`src/rtl/axis_arb_pkg.sv`:
```
// Shared types and helpers for the two-input AXI-stream round-robin arbiter.
package axis_arb_pkg;

   typedef enum logic [1:0] {
      IDLE   = 2'd0,
      GRANT0 = 2'd1,
      GRANT1 = 2'd2
   } state_e;

   localparam logic SRC_S00 = 1'b0;
   localparam logic SRC_S01 = 1'b1;

   // Increment that sticks at max_val instead of wrapping back to zero.
   function automatic logic [31:0] sat_inc(input logic [31:0] val,
                                           input logic [31:0] max_val);
      return (val >= max_val) ? max_val : val + 32'd1;
   endfunction

endpackage

```
`src/rtl/axis_out_reg.sv`:
```
// One-deep AXI-stream register slice; load and drain can happen in the same
// cycle, so a continuous stream passes at one beat per clock.
module axis_out_reg #(
   parameter int DATA_WIDTH = 8,
   parameter int USER_WIDTH = 12
) (
   input  logic                  aclk,
   input  logic                  areset,
   input  logic                  in_valid,
   input  logic [DATA_WIDTH-1:0] in_data,
   input  logic                  in_last,
   input  logic [USER_WIDTH-1:0] in_user,
   output logic                  in_ready,
   output logic                  out_valid,
   output logic [DATA_WIDTH-1:0] out_data,
   output logic                  out_last,
   output logic [USER_WIDTH-1:0] out_user,
   input  logic                  out_ready
);

   logic                  vld_p1;
   logic [DATA_WIDTH-1:0] data_p1;
   logic                  last_p1;
   logic [USER_WIDTH-1:0] user_p1;

   assign in_ready = !vld_p1 || out_ready;

   // Stage p1: output holding register
   always_ff @(posedge aclk) begin
      if (areset) begin
         vld_p1  <= 1'b0;
         data_p1 <= '0;
         last_p1 <= 1'b0;
         user_p1 <= '0;
      end else if (in_valid && in_ready) begin
         vld_p1  <= 1'b1;
         data_p1 <= in_data;
         last_p1 <= in_last;
         user_p1 <= in_user;
      end else if (out_ready) begin
         vld_p1  <= 1'b0;
      end
   end

   assign out_valid = vld_p1;
   assign out_data  = data_p1;
   assign out_last  = last_p1;
   assign out_user  = user_p1;

endmodule

```
`src/rtl/axis_rr_arbiter.sv`:
```
// Packet-granular round-robin arbiter sharing one byte stream between two
// requesters; beats are tagged with {source, byte index} in tuser.
module axis_rr_arbiter
   import axis_arb_pkg::*;
#(
   parameter int DATA_WIDTH = 8,
   parameter int USER_WIDTH = 12,
   parameter int CNT_WIDTH  = 16
) (
   input  logic                  aclk,
   input  logic                  areset,
   input  logic                  s00_axis_tvalid,
   input  logic [DATA_WIDTH-1:0] s00_axis_tdata,
   input  logic                  s00_axis_tlast,
   output logic                  s00_axis_tready,
   input  logic                  s01_axis_tvalid,
   input  logic [DATA_WIDTH-1:0] s01_axis_tdata,
   input  logic                  s01_axis_tlast,
   output logic                  s01_axis_tready,
   output logic                  m00_axis_tvalid,
   output logic [DATA_WIDTH-1:0] m00_axis_tdata,
   output logic                  m00_axis_tlast,
   output logic [USER_WIDTH-1:0] m00_axis_tuser,
   input  logic                  m00_axis_tready,
   output logic [CNT_WIDTH-1:0]  pkt_cnt0,
   output logic [CNT_WIDTH-1:0]  pkt_cnt1
);

   localparam int               IDX_W   = USER_WIDTH - 1;
   localparam logic [IDX_W-1:0] IDX_MAX = '1;

   state_e                  state, state_nxt;
   logic                    last_grant;
   logic [IDX_W-1:0]        byte_idx;
   logic [CNT_WIDTH-1:0]    cnt0, cnt1;

   logic                    sel_valid;
   logic [DATA_WIDTH-1:0]   sel_data;
   logic                    sel_last;
   logic                    sel_src;
   logic [USER_WIDTH-1:0]   sel_user;
   logic                    slot_ready;
   logic                    accept;

   always_ff @(posedge aclk) begin
      if (areset) state <= IDLE;
      else        state <= state_nxt;
   end

   always_comb begin
      state_nxt = state;
      case (state)
         IDLE: begin
            if (s00_axis_tvalid && s01_axis_tvalid)
               state_nxt = (last_grant == SRC_S00) ? GRANT1 : GRANT0;
            else if (s00_axis_tvalid)
               state_nxt = GRANT0;
            else if (s01_axis_tvalid)
               state_nxt = GRANT1;
         end
         GRANT0, GRANT1: begin
            if (accept && sel_last) state_nxt = IDLE;
         end
         default: state_nxt = IDLE;
      endcase
   end

   // Grant steers the owner onto the shared slot; nobody is ready in IDLE.
   always_comb begin
      sel_valid       = 1'b0;
      sel_data        = '0;
      sel_last        = 1'b0;
      sel_src         = SRC_S00;
      s00_axis_tready = 1'b0;
      s01_axis_tready = 1'b0;
      case (state)
         GRANT0: begin
            sel_valid       = s00_axis_tvalid;
            sel_data        = s00_axis_tdata;
            sel_last        = s00_axis_tlast;
            sel_src         = SRC_S00;
            s00_axis_tready = slot_ready;
         end
         GRANT1: begin
            sel_valid       = s01_axis_tvalid;
            sel_data        = s01_axis_tdata;
            sel_last        = s01_axis_tlast;
            sel_src         = SRC_S01;
            s01_axis_tready = slot_ready;
         end
         default: ;
      endcase
   end

   assign accept   = sel_valid && slot_ready;
   assign sel_user = {sel_src, byte_idx};

   always_ff @(posedge aclk) begin
      if (areset) begin
         last_grant <= SRC_S01;
         byte_idx   <= '0;
         cnt0       <= '0;
         cnt1       <= '0;
      end else if (accept) begin
         if (sel_last) begin
            byte_idx   <= '0;
            last_grant <= sel_src;
            if (sel_src == SRC_S01) cnt1 <= cnt1 + 1'b1;
            else                    cnt0 <= cnt0 + 1'b1;
         end else begin
            byte_idx <= IDX_W'(sat_inc(32'(byte_idx), 32'(IDX_MAX)));
         end
      end
   end

   assign pkt_cnt0 = cnt0;
   assign pkt_cnt1 = cnt1;

   axis_out_reg #(
      .DATA_WIDTH (DATA_WIDTH),
      .USER_WIDTH (USER_WIDTH)
   ) u_out_reg (
      .aclk      (aclk),
      .areset    (areset),
      .in_valid  (sel_valid),
      .in_data   (sel_data),
      .in_last   (sel_last),
      .in_user   (sel_user),
      .in_ready  (slot_ready),
      .out_valid (m00_axis_tvalid),
      .out_data  (m00_axis_tdata),
      .out_last  (m00_axis_tlast),
      .out_user  (m00_axis_tuser),
      .out_ready (m00_axis_tready)
   );

endmodule

```
`config.mk`:
```
export PLATFORM = sky130hd
export DESIGN_NAME = axis_rr_arbiter
export DESIGN_NICKNAME = d
export VERILOG_FILES = /design/src/rtl/axis_arb_pkg.sv /design/src/rtl/axis_out_reg.sv /design/src/rtl/axis_rr_arbiter.sv
export SDC_FILE = /design/constraint.sdc
export NUM_CORES = 1
export LEC_CHECK = 0
export BUFFER_PORTS_ARGS = -buffer_cell sky130_fd_sc_hd__buf_4
export CORE_MARGIN = 2
export CORE_UTILIZATION = 55
export CTS_CLUSTER_SIZE = 40
export DETAILED_ROUTE_END_ITERATION = 8
export GPL_ROUTABILITY_DRIVEN = 0
export PLACE_DENSITY = 0.85
export REMOVE_ABC_BUFFERS = 1
export SYNTH_ARGS = -nofsm -noshare
export SYNTH_HDL_FRONTEND = slang
export SYNTH_HIERARCHICAL = 1
export SYNTH_SLANG_ARGS = --single-unit
```
`constraint.sdc`:
```
create_clock -name aclk -period 3.35 [get_ports aclk]
set_input_delay 0.335 -clock aclk [delete_from_list [all_inputs] [get_ports aclk]]
set_output_delay 0.335 -clock aclk [all_outputs]
set_load 0.05 [all_outputs]
```
==> results_dict.tcl, run 1 <==
set metrics [dict create \
    crit_path_end_kind "flop" \
    min_to "state[0]" \
    hold_buffers 0 \
    asyncSetResetFlopFracSynth 0 \
    share_comb_of_total_power 0.186 \
    number_of_flops_mapped_to_enable_cells_by_yosys 0 \
    post-route-util 0.7008 \
    synth.area.top_cells "dfxtp_1, a21bo_1, nand3_1" \
    ys_seq_elements 68 \
    top_cells_by_count_synth "dfxtp_1, nand3_1, a21oi_1, nor2_1, nand2_1" \
    num-nets-final 490 \
    port_buffers 78 \
    yosys.cell_count.top_type "dfxtp_1" \
    n_antenna_cell 0 \
    wl_um 8156 \
    cts-resized-gates 0 \
    worst_path_required_time_ns 3.58 \
    reg2regPathDepth 6 \
    worst_slew_margin_relative_to_its_limit 0.5299 \
    slowest_stage "ha_1" \
    fin_setup_tns_ns 0 \
    status "finished clean" \
    grt_first_pass_wirelength_um 13480 \
    leakagePower_nw 1.552 \
    cts_tree "yes" \
    final_critical_period_ns 2.773 \
    clkPwrFrac 0.357 \
    hold_path.startpoint "s00_axis_tvalid" \
    grt_max_degree 46 \
    route.vias.total 3285 \
    post_route_cells_drive_above_1_share 0.2639 \
    timing.final.max_slew_violations 0 \
    critical_path.max_fanout 20 \
    drt_pre_antenna_iters 4 \
    ioPinCount 79 \
    reg2reg_slack_ns 0.58 \
    initial_utilization 0.5770 \
    power_switching_share 0.2971 \
    clock_root_buffer "clkbuf_8" \
    timing.critical_path.slowest_cell_delay_ns 0.62 \
    grt-ovfl-total 0 \
    core_area_um2 6026 \
    rr_endpoint "pkt_cnt1[15]" \
    min_path_type "in -> reg" \
    fmaxAchievable_mhz 360.6 \
    report.final.hold_viol_count 0 \
    pwr-share-seq 0.457 \
    cts.path.max_buffers 2 \
    layoutNonFillerInstCount 541 \
    switchingPower_mw 0.5380 \
    max_slew.worst_pin.slew_ns 0.7051 \
    post-route-period-util 0.8278 \
    post-cts-setup-buffers 0 \
    fp.dieArea_um2 6974 \
    postSynth.topFlopCell "dfxtp_1" \
    timing.max_cap.violations 0 \
    wl_per_cell_um 15.08 \
    die_x_um 83.51 \
    antenna_violations_before_repair 0 \
    critical_path_cell_list "inv_1 -> ha_1 -> a22o_1 -> nand4_1 -> nor4_1 -> mux2_2" \
    synth-warning-count 6 \
    clock-skew-final_ns 0.008027 \
    reg2reg_from "state[0]" \
    placedCellCount 525 \
    hold_path_depth 3 \
    p_int_mw 1.273 \
    synth_area_per_cell_um2 8.781 \
    vdd_ir_drop_max_uv 261.0 \
    cts-buffers-inserted 9 \
    hpwlAfterDp_um 5566 \
    netlist_instances 396 \
    clock_latency_at_the_later_pin_of_the_worst_skew_pair_ns 0.34 \
    clkSinkCount 68 \
    yosysSeqAreaShare 0.3915 \
    rows 28 \
    critical_path_class "reg -> reg" \
    global_route.usage.total 0.2324 \
    pwr_density_cell_nw_per_um2 428.8 \
    netlist.top_cell.by_area "dfxtp_1" \
    synthDistinctLibCells 47 \
    dr.first_iter.drc_count 223 \
    post-synth-top-area-fraction 0.3915 \
    synth.cell_area_um2 3477 \
    fill_cells 508 \
    fp.dieH_um 83.51 \
    report.final.setup_viol 0 \
    via_count_of_the_first_global_routing_pass 3016 \
    worstPathArrival_ns 3.00 \
    rsz0062_at_grt "false" \
    via_per_inst 6.072 \
    drc 0 \
    report.power.total_mw 1.811 \
    drt.antenna.violating_nets 0 \
    area_growth_pct 21.45 \
    path_clk_slew_ns 0.07 \
    cts_htree_levels 3 \
    critPathLaunchType "flop" \
]
==> stage by stage <==
stage	hold slack [ns]	setup WS, ns	area [um^2]
2_1_floorplan	0.3974	0.9973	3337
3_3_place_gp	0.4516	0.7475	4039
3_5_place_dp	0.4592	0.5983	4039
4_1_cts	0.3748	0.5779	4223
5_1_grt	0.3816	0.2991	4223
6_report	0.3947	0.5769	4223
==> kinds of logic (layout without fill, tap and decap cells) <==
logic type      count (synthesis)  after routing  share of synthesized area
xor+xnor                        7              7                    0.01763
compound gates                121            121                     0.2555
fa+ha+maj                       6              6                    0.02159
simple gates                  153            153                     0.2522
flops                          68             68                     0.3915
buf+inv                        38            108                    0.05218
mux                             3              3                   0.009356
==> layout make-up <==
cell class / count / area [um^2] / area share
Clock buffer: 11 / 131.4 / 0.03111
Multi-Input combinational cell: 290 / 1934 / 0.4581
Timing Repair Buffer: 81 / 608.1 / 0.1440
Inverter: 11 / 41.29 / 0.009778
Clock inverter: 5 / 52.55 / 0.01244
Tap cell: 75 / 93.84 / 0.02222
Sequential cell: 68 / 1361 / 0.3224
==> layout by cell type, fill, tap and decap left out, types with 7 or more instances in the layout <==
cell type	synthesis	final
nor2_1	21	21
a21bo_1	17	17
buf_4	0	81
and3_1	7	7
a21oi_2	17	17
inv_1	11	11
o21ai_0	10	10
dfxtp_1	68	68
or3_1	7	7
nand2_1	18	18
clkbuf_8	0	9
a21oi_1	32	32
nand4_1	11	11
nor2b_1	10	10
o31ai_1	15	15
a22oi_1	10	10
nand3_1	34	34
and2_1	7	7
or4_1	15	15
==> worst max path at each step <==
| stage | from | to | slack [ns] | depth (start not counted) |
|---|---|---|---|---|
| 2_1_floorplan | u_out_reg/out_valid | pkt_cnt0[15] | 1.0 | 5 |
| 3_3_place_gp | state[0] | pkt_cnt1[15] | 0.75 | 6 |
| 3_5_place_dp | state[0] | pkt_cnt1[15] | 0.60 | 6 |
| 4_1_cts | state[0] | pkt_cnt1[15] | 0.58 | 6 |
| 5_1_grt | state[0] | pkt_cnt1[15] | 0.30 | 6 |
| 6_report | state[0] | pkt_cnt1[15] | 0.58 | 6 |
==> routing by layer <==
layer | share of wire | vias to the layer above | global-route usage
li1 | - | 1608 | -
met1 | 0.43 | 1563 | 0.2852
met2 | 0.49 | 98 | 0.3908
met3 | 0.058 | 16 | 0.06133
met4 | 0.018 | 0 | 0.08944
met5 | 0 | - | 0
==> registers in the layout, summed over array words and instances, names as in the netlist <==
name,cells
last_grant,1
u_out_reg/out_data,8
u_out_reg/out_valid,1
byte_idx,11
pkt_cnt0,16
u_out_reg/out_last,1
pkt_cnt1,16
state,2
u_out_reg/out_user,12
==> worst max-delay path, delay by kind of cell, from the launching register on <==
family / cells / cell delay, ns
buf+inv: 1 / 0.10
compound gates: 1 / 0.39
fa+ha+maj: 1 / 0.62
simple gates: 2 / 0.87
flops: 1 / 0.32
mux: 1 / 0.37
==> power groups by stage <==
stage,sequential (mW),clock (mW),combinational [mW]
finish,0.827,0.646,0.338
global route,0.828,0.698,0.366
CTS,0.827,0.660,0.333
detailed placement,0.846,0,0.330
global placement,0.845,0,0.323
floorplan,0.852,0,0.216
Note: power is estimated with default switching activity, not from simulation.
==> run 2: changes to the inputs <==
Settings changed: ABC_AREA set to 1, CORE_UTILIZATION 55 to 50, PLACE_DENSITY 0.85 to 0.81.
Clock period 3.35 ns to 2.5 ns, I/O delays scaled along.
==> run 2 against run 1 <==
Net effect: worst setup slack worse by 0.35 ns; via count up 15%; cell area up 6.2%; flip-flop and latch count unchanged; core utilization down 8.3 points; register-to-register slack worse by 0.35 ns; non-clock buffer count up 1; worst hold slack worse by 0.14 ns; clock power up 33%; synthesized cell count up 46%; critical path depth up 3; critical endpoint is now pkt_cnt0[2].
==> results_dict.tcl, run 2 <==
set metrics [dict create \
    status "finished clean" \
    fp.dieH_um 90.52 \
    netlist_instances 580 \
    ys_seq_elements 68 \
    rsz0062_at_grt "false" \
    yosys.cell_count.top_type "nand2_1" \
    slowest_stage "nor2_4" \
    global_route.usage.total 0.2074 \
    initial_utilization 0.5160 \
    critical_path.max_fanout 23 \
    rows 31 \
    post-route-period-util 0.9079 \
    ioPinCount 79 \
    clkSinkCount 68 \
    critPathLaunchType "flop" \
    critical_path_cell_list "inv_1 -> ha_1 -> nand2_1 -> nand2_1 -> nand3_4 -> nor2_4 -> inv_1 -> o21ai_0 -> nor2_1" \
    port_buffers 78 \
    fin_area_um2 4483 \
    share_comb_of_total_power 0.346 \
    post-synth-top-area-fraction 0.3638 \
    synthDistinctLibCells 30 \
    clock_root_buffer "clkbuf_8" \
    timing.final.max_slew_violations 0 \
    post-route-util 0.6181 \
    wl_per_cell_um 10.92 \
    synth_area_per_cell_um2 6.452 \
    clock-skew-final_ns 0.004220 \
    path_clk_slew_ns 0.07 \
    dp_worst_setup_slack_ns 0.2744 \
    hpwlAfterDp_um 5820 \
    clock_latency_at_the_later_pin_of_the_worst_skew_pair_ns 0.35 \
    worst_path_required_time_ns 2.74 \
    cts-buffers-inserted 9 \
    number_of_flops_mapped_to_enable_cells_by_yosys 0 \
    postSynth.topFlopCell "dfxtp_1" \
    via_count_of_the_first_global_routing_pass 3326 \
    leakagePower_nw 1.882 \
    num-nets-final 680 \
    core_area_um2 7253 \
    fp.dieArea_um2 8193 \
    dr.first_iter.drc_count 169 \
    clkPwrFrac 0.267 \
    n_antenna_cell 0 \
    critical-path-top-delay-family "simple AND/OR/NAND/NOR gates" \
    timing.critical_path.slowest_cell_delay_ns 0.47 \
    cp.buffers_inverters 2 \
    area_post_placement_um2 4299 \
    crit_path_end_kind "flop" \
    drt.antenna.violating_nets 0 \
    worst_slew_margin_relative_to_its_limit 0.4697 \
    report.final.setup_viol 0 \
    cts-resized-gates 0 \
    reg2reg_slack_ns 0.23 \
    synth-warning-count 6 \
    grt_max_degree 46 \
    fin_setup_tns_ns 0 \
    final_common_cell "nand2_1" \
    post_route_cells_drive_above_1_share 0.1646 \
    final_critical_period_ns 2.270 \
    hold_buffers 0 \
    grt-ovfl-total 0 \
    pwr-share-seq 0.387 \
    switchingPower_mw 1.227 \
    grt_first_pass_wirelength_um 14290 \
    area_growth_pct 19.79 \
    timing.max_cap.violations 0 \
    critical_path_class "reg -> reg" \
    p_int_mw 1.995 \
    min_path_type "in -> reg" \
    antenna_violations_before_repair 0 \
    report.final.hold_viol_count 0 \
    cts_tree "yes" \
    pwr_density_cell_nw_per_um2 718.6 \
    power_switching_share 0.3808 \
    cts_htree_levels 3 \
    die_x_um 90.52 \
    route.vias.total 3774 \
    wl_um 8247 \
    drt_pre_antenna_iters 4 \
    final.setup.worst_slack_ns 0.2301 \
    final_cell_mix "nand2_1, nor2_1, buf_4, dfxtp_1, inv_1" \
    vdd_ir_drop_max_uv 325.0 \
    top_cells_by_count_synth "nand2_1, nor2_1, dfxtp_1, inv_1, a21oi_1" \
    fmaxAchievable_mhz 440.6 \
    worstPathArrival_ns 2.51 \
    yosysSeqAreaShare 0.3638 \
    max_slew.worst_pin.slew_ns 0.7945 \
    netlist.top_cell.by_area "dfxtp_1" \
    synth.cell_area_um2 3742 \
    cts.path.max_buffers 2 \
    synth.area.top_cells "dfxtp_1, nand2_1, nor2_1" \
    drc 0 \
    via_per_inst 4.999 \
    asyncSetResetFlopFracSynth 0 \
    post-cts-setup-buffers 0 \
    timing.hold.ws_ns 0.2507 \
]
## run 2: changes by cell type after synthesis, moves of 17 or more
| cell | before | now |
|---|---|---|
| nand2_1 | 18 | 156 |
| nor2_1 | 21 | 91 |
| inv_1 | 11 | 67 |
| a21oi_1 | 32 | 62 |
| nand3_1 | 34 | 54 |
| a21bo_1 | 17 | 0 |
| a21oi_2 | 17 | 0 |
## run 2: through the flow
stage / power, mW / std cells
2_1_floorplan: 2.082 / 558
3_3_place_gp: 2.368 / 739
3_5_place_dp: 2.392 / 739
4_1_cts: 3.248 / 755
5_1_grt: 3.401 / 755
6_report: 3.221 / 755
## run 2: per-layer routing
metal  GRT usage  vias up  share of wire
met1      0.2512     1656           0.44
met2      0.3526      131           0.47
met4     0.09872        0          0.020
met3     0.04007       12          0.070
met5           0        -              0
li1            -     1975              -
## run 2: final timing paths
check | start | to | cells past startpoint
worst max-delay path | state[0] | pkt_cnt0[2] | 9
worst min-delay path | areset | pkt_cnt0[4] | 2
worst max register to register | state[0] | pkt_cnt0[2] | 9
worst min register to register | u_out_reg/out_data[2] | u_out_reg/out_data[2] | 2
## run 2: power groups by stage
stage | Clock [mW] | Sequential [mW] | Combinational (mW)
2_1_floorplan | 0 | 1.56 | 0.518
3_3_place_gp | 0 | 1.27 | 1.10
3_5_place_dp | 0 | 1.27 | 1.12
4_1_cts | 0.879 | 1.25 | 1.12
5_1_grt | 0.922 | 1.26 | 1.22
6_report | 0.860 | 1.25 | 1.12
## run 2: layout make-up
type / instances / area (um^2)
fillers: 694 / 2770
clock inverters: 5 / 52.55
inverters: 70 / 262.8
flip-flops and latches: 68 / 1361
clock buffers: 11 / 131.4
multi-input cells: 420 / 1936
repair buffers: 82 / 615.6
well taps: 99 / 123.9
## run 2: kinds of logic after synthesis
family | count (synthesis) | synth area share
compound gates | 84 | 0.1147
xor+xnor | 7 | 0.01638
fa+ha+maj | 6 | 0.02006
buf+inv | 92 | 0.1200
flops | 68 | 0.3638
simple gates | 323 | 0.3651
==> run 3: changes to the inputs <==
==> constraint.sdc (replaced) <==
create_clock -name aclk -period 2.5 [get_ports aclk]
set_input_delay 0.125 -clock aclk [delete_from_list [all_inputs] [get_ports aclk]]
set_output_delay 0.125 -clock aclk [all_outputs]
set_load 0.05 [all_outputs]
==> run 3 against run 2 <==
Net effect: worst setup slack improved by 0.10 ns; combinational power about the same; clock power increased by 16%; highest routed layer unchanged; largest power group unchanged.
==> results_dict.tcl, run 3 (synthesis gave the netlist of run 2 again) <==
set metrics [dict create \
    status "finished clean" \
    critical_path_class "reg -> reg" \
    global_route.usage.total 0.2068 \
    cts_htree_levels 3 \
    clkPwrFrac 0.296 \
    reg2reg_slack_ns 0.33 \
    share_comb_of_total_power 0.333 \
    cts-resized-gates 0 \
    min_path_type "in -> reg" \
    vdd_ir_drop_max_uv 330.3 \
    reg2reg_from "state[0]" \
    timing.critical_path.from "state[0]" \
    drt_pre_antenna_iters 5 \
    clock_latency_at_the_later_pin_of_the_worst_skew_pair_ns 0.35 \
    clock_root_buffer "clkbuf_8" \
    route.vias.total 3739 \
    drt.antenna.violating_nets 0 \
    slowest_stage "nor2_4" \
    critical_path_cell_list "inv_1 -> ha_1 -> nand2_1 -> nand2_1 -> nand3_4 -> nor2_4 -> inv_1 -> o21ai_0 -> a21oi_1" \
    port_buffers 78 \
    grt-ovfl-total 0 \
    dp_worst_setup_slack_ns 0.3256 \
    drc 0 \
    final_cell_mix "nand2_1, nor2_1, buf_4, dfxtp_1, inv_1" \
    pwr_density_cell_nw_per_um2 744.6 \
    grt_first_pass_wirelength_um 14300 \
    leakagePower_nw 1.895 \
    reg2regPathDepth 9 \
    dr.first_iter.drc_count 204 \
    report.final.hold_viol_count 0 \
    rr_endpoint "pkt_cnt0[0]" \
    timing.max_cap.violations 0 \
    critical_path.endpoint "pkt_cnt0[0]" \
    pwr-share-seq 0.371 \
    layoutNonFillerInstCount 755 \
    fp.dieH_um 90.52 \
    final_critical_period_ns 2.165 \
    post_route_cells_drive_above_1_share 0.1646 \
    crit_path_end_kind "flop" \
    fmaxAchievable_mhz 461.9 \
    critPathLaunchType "flop" \
    hpwlAfterDp_um 5811 \
    worst_slew_margin_relative_to_its_limit 0.4808 \
    clkSinkCount 68 \
    fin_setup_tns_ns 0 \
    timing.final.max_slew_violations 0 \
    post-route-period-util 0.8661 \
    core_area_um2 7253 \
    wl_um 8288 \
    report.final.setup_viol 0 \
    n_antenna_cell 0 \
    hold_buffers 0 \
    cts_tree "yes" \
    critical_path.max_fanout 23 \
    rows 31 \
    worst_path_required_time_ns 2.74 \
    timing.critical_path.slowest_cell_delay_ns 0.48 \
    worstPathArrival_ns 2.40 \
    placedCellCount 739 \
    via_count_of_the_first_global_routing_pass 3334 \
    post-route-util 0.6227 \
    final_common_cell "nand2_1" \
    fp.dieArea_um2 8193 \
    max_slew.worst_pin.slew_ns 0.7780 \
    area_growth_pct 20.70 \
    num-nets-final 680 \
    cts.path.max_buffers 2 \
    switchingPower_mw 1.237 \
    rsz0062_at_grt "false" \
    fill_cells 680 \
    die_x_um 90.52 \
    final.setup.worst_slack_ns 0.3349 \
    p_int_mw 2.126 \
    grt_max_degree 46 \
    power_switching_share 0.3678 \
    report.power.total_mw 3.363 \
    path_clk_slew_ns 0.07 \
    initial_utilization 0.5160 \
    ioPinCount 79 \
    cts-buffers-inserted 9 \
    via_per_inst 4.952 \
    post-cts-setup-buffers 0 \
    clock-skew-final_ns 0.007317 \
    wl_per_cell_um 10.98 \
    antenna_violations_before_repair 0 \
]
[run 3: changes by cell type in the layout (fill, tap and decap cells not counted), sizes merged]
cell,before,now
clkbuf,11,12
bufinv,1,2
clkinv,4,2
[run 3: worst min-delay path by stage]
| stage | start | endpoint | slack [ns] | cells after the start |
|---|---|---|---|---|
| after floorplan | areset | byte_idx[0] | 0.19 | 1 |
| after global placement | u_out_reg/out_data[5] | u_out_reg/out_data[5] | 0.46 | 2 |
| after detailed placement | u_out_reg/out_data[2] | u_out_reg/out_data[2] | 0.47 | 2 |
| after CTS | areset | pkt_cnt0[9] | 0.11 | 2 |
| after global routing | areset | pkt_cnt0[4] | 0.12 | 2 |
| final | areset | pkt_cnt0[9] | 0.13 | 2 |
[run 3: area by class of cell]
cell class / count / area [um^2] / area share
multi-input cells: 420 / 1936 / 0.4285
flip-flops and latches: 68 / 1361 / 0.3014
repair buffers: 82 / 615.6 / 0.1363
inverters: 70 / 262.8 / 0.05817
clock buffers: 12 / 145.1 / 0.03213
well taps: 99 / 123.9 / 0.02742
clock inverters: 4 / 72.57 / 0.01607
[run 3: power by group through the flow]
stage                     clock network (mW)  registers, mW  logic, mW
after CTS                               1.02           1.25       1.13
final                                  0.996           1.25       1.12
after detailed placement                   0           1.27       1.12
after global routing                    1.06           1.26       1.23
after floorplan                            0           1.56      0.518
after global placement                     0           1.27       1.10
[run 3: worst max-delay path, delay by kind of cell, from the launching register on]
| family | cells | cell delay (ns) |
|---|---|---|
| buf+inv | 2 | 0.30 |
| compound gates | 2 | 0.26 |
| simple gates | 4 | 0.92 |
| fa+ha+maj | 1 | 0.25 |
| flops | 1 | 0.33 |
[run 3: per-layer routing]
layer,up-vias,share of wire,GRT usage
li1,1982,-,-
met1,1642,0.47,0.2525
met2,104,0.45,0.3451
met3,11,0.068,0.06260
met4,0,0.014,0.07179
met5,-,0,0
[run 3: metrics by stage]
step | area (um^2) | hold slack [ns]
after global routing | 4517 | 0.1223
final | 4517 | 0.1255
after CTS | 4517 | 0.1096
after global placement | 4299 | 0.4634
after floorplan | 3556 | 0.1941
after detailed placement | 4299 | 0.4735
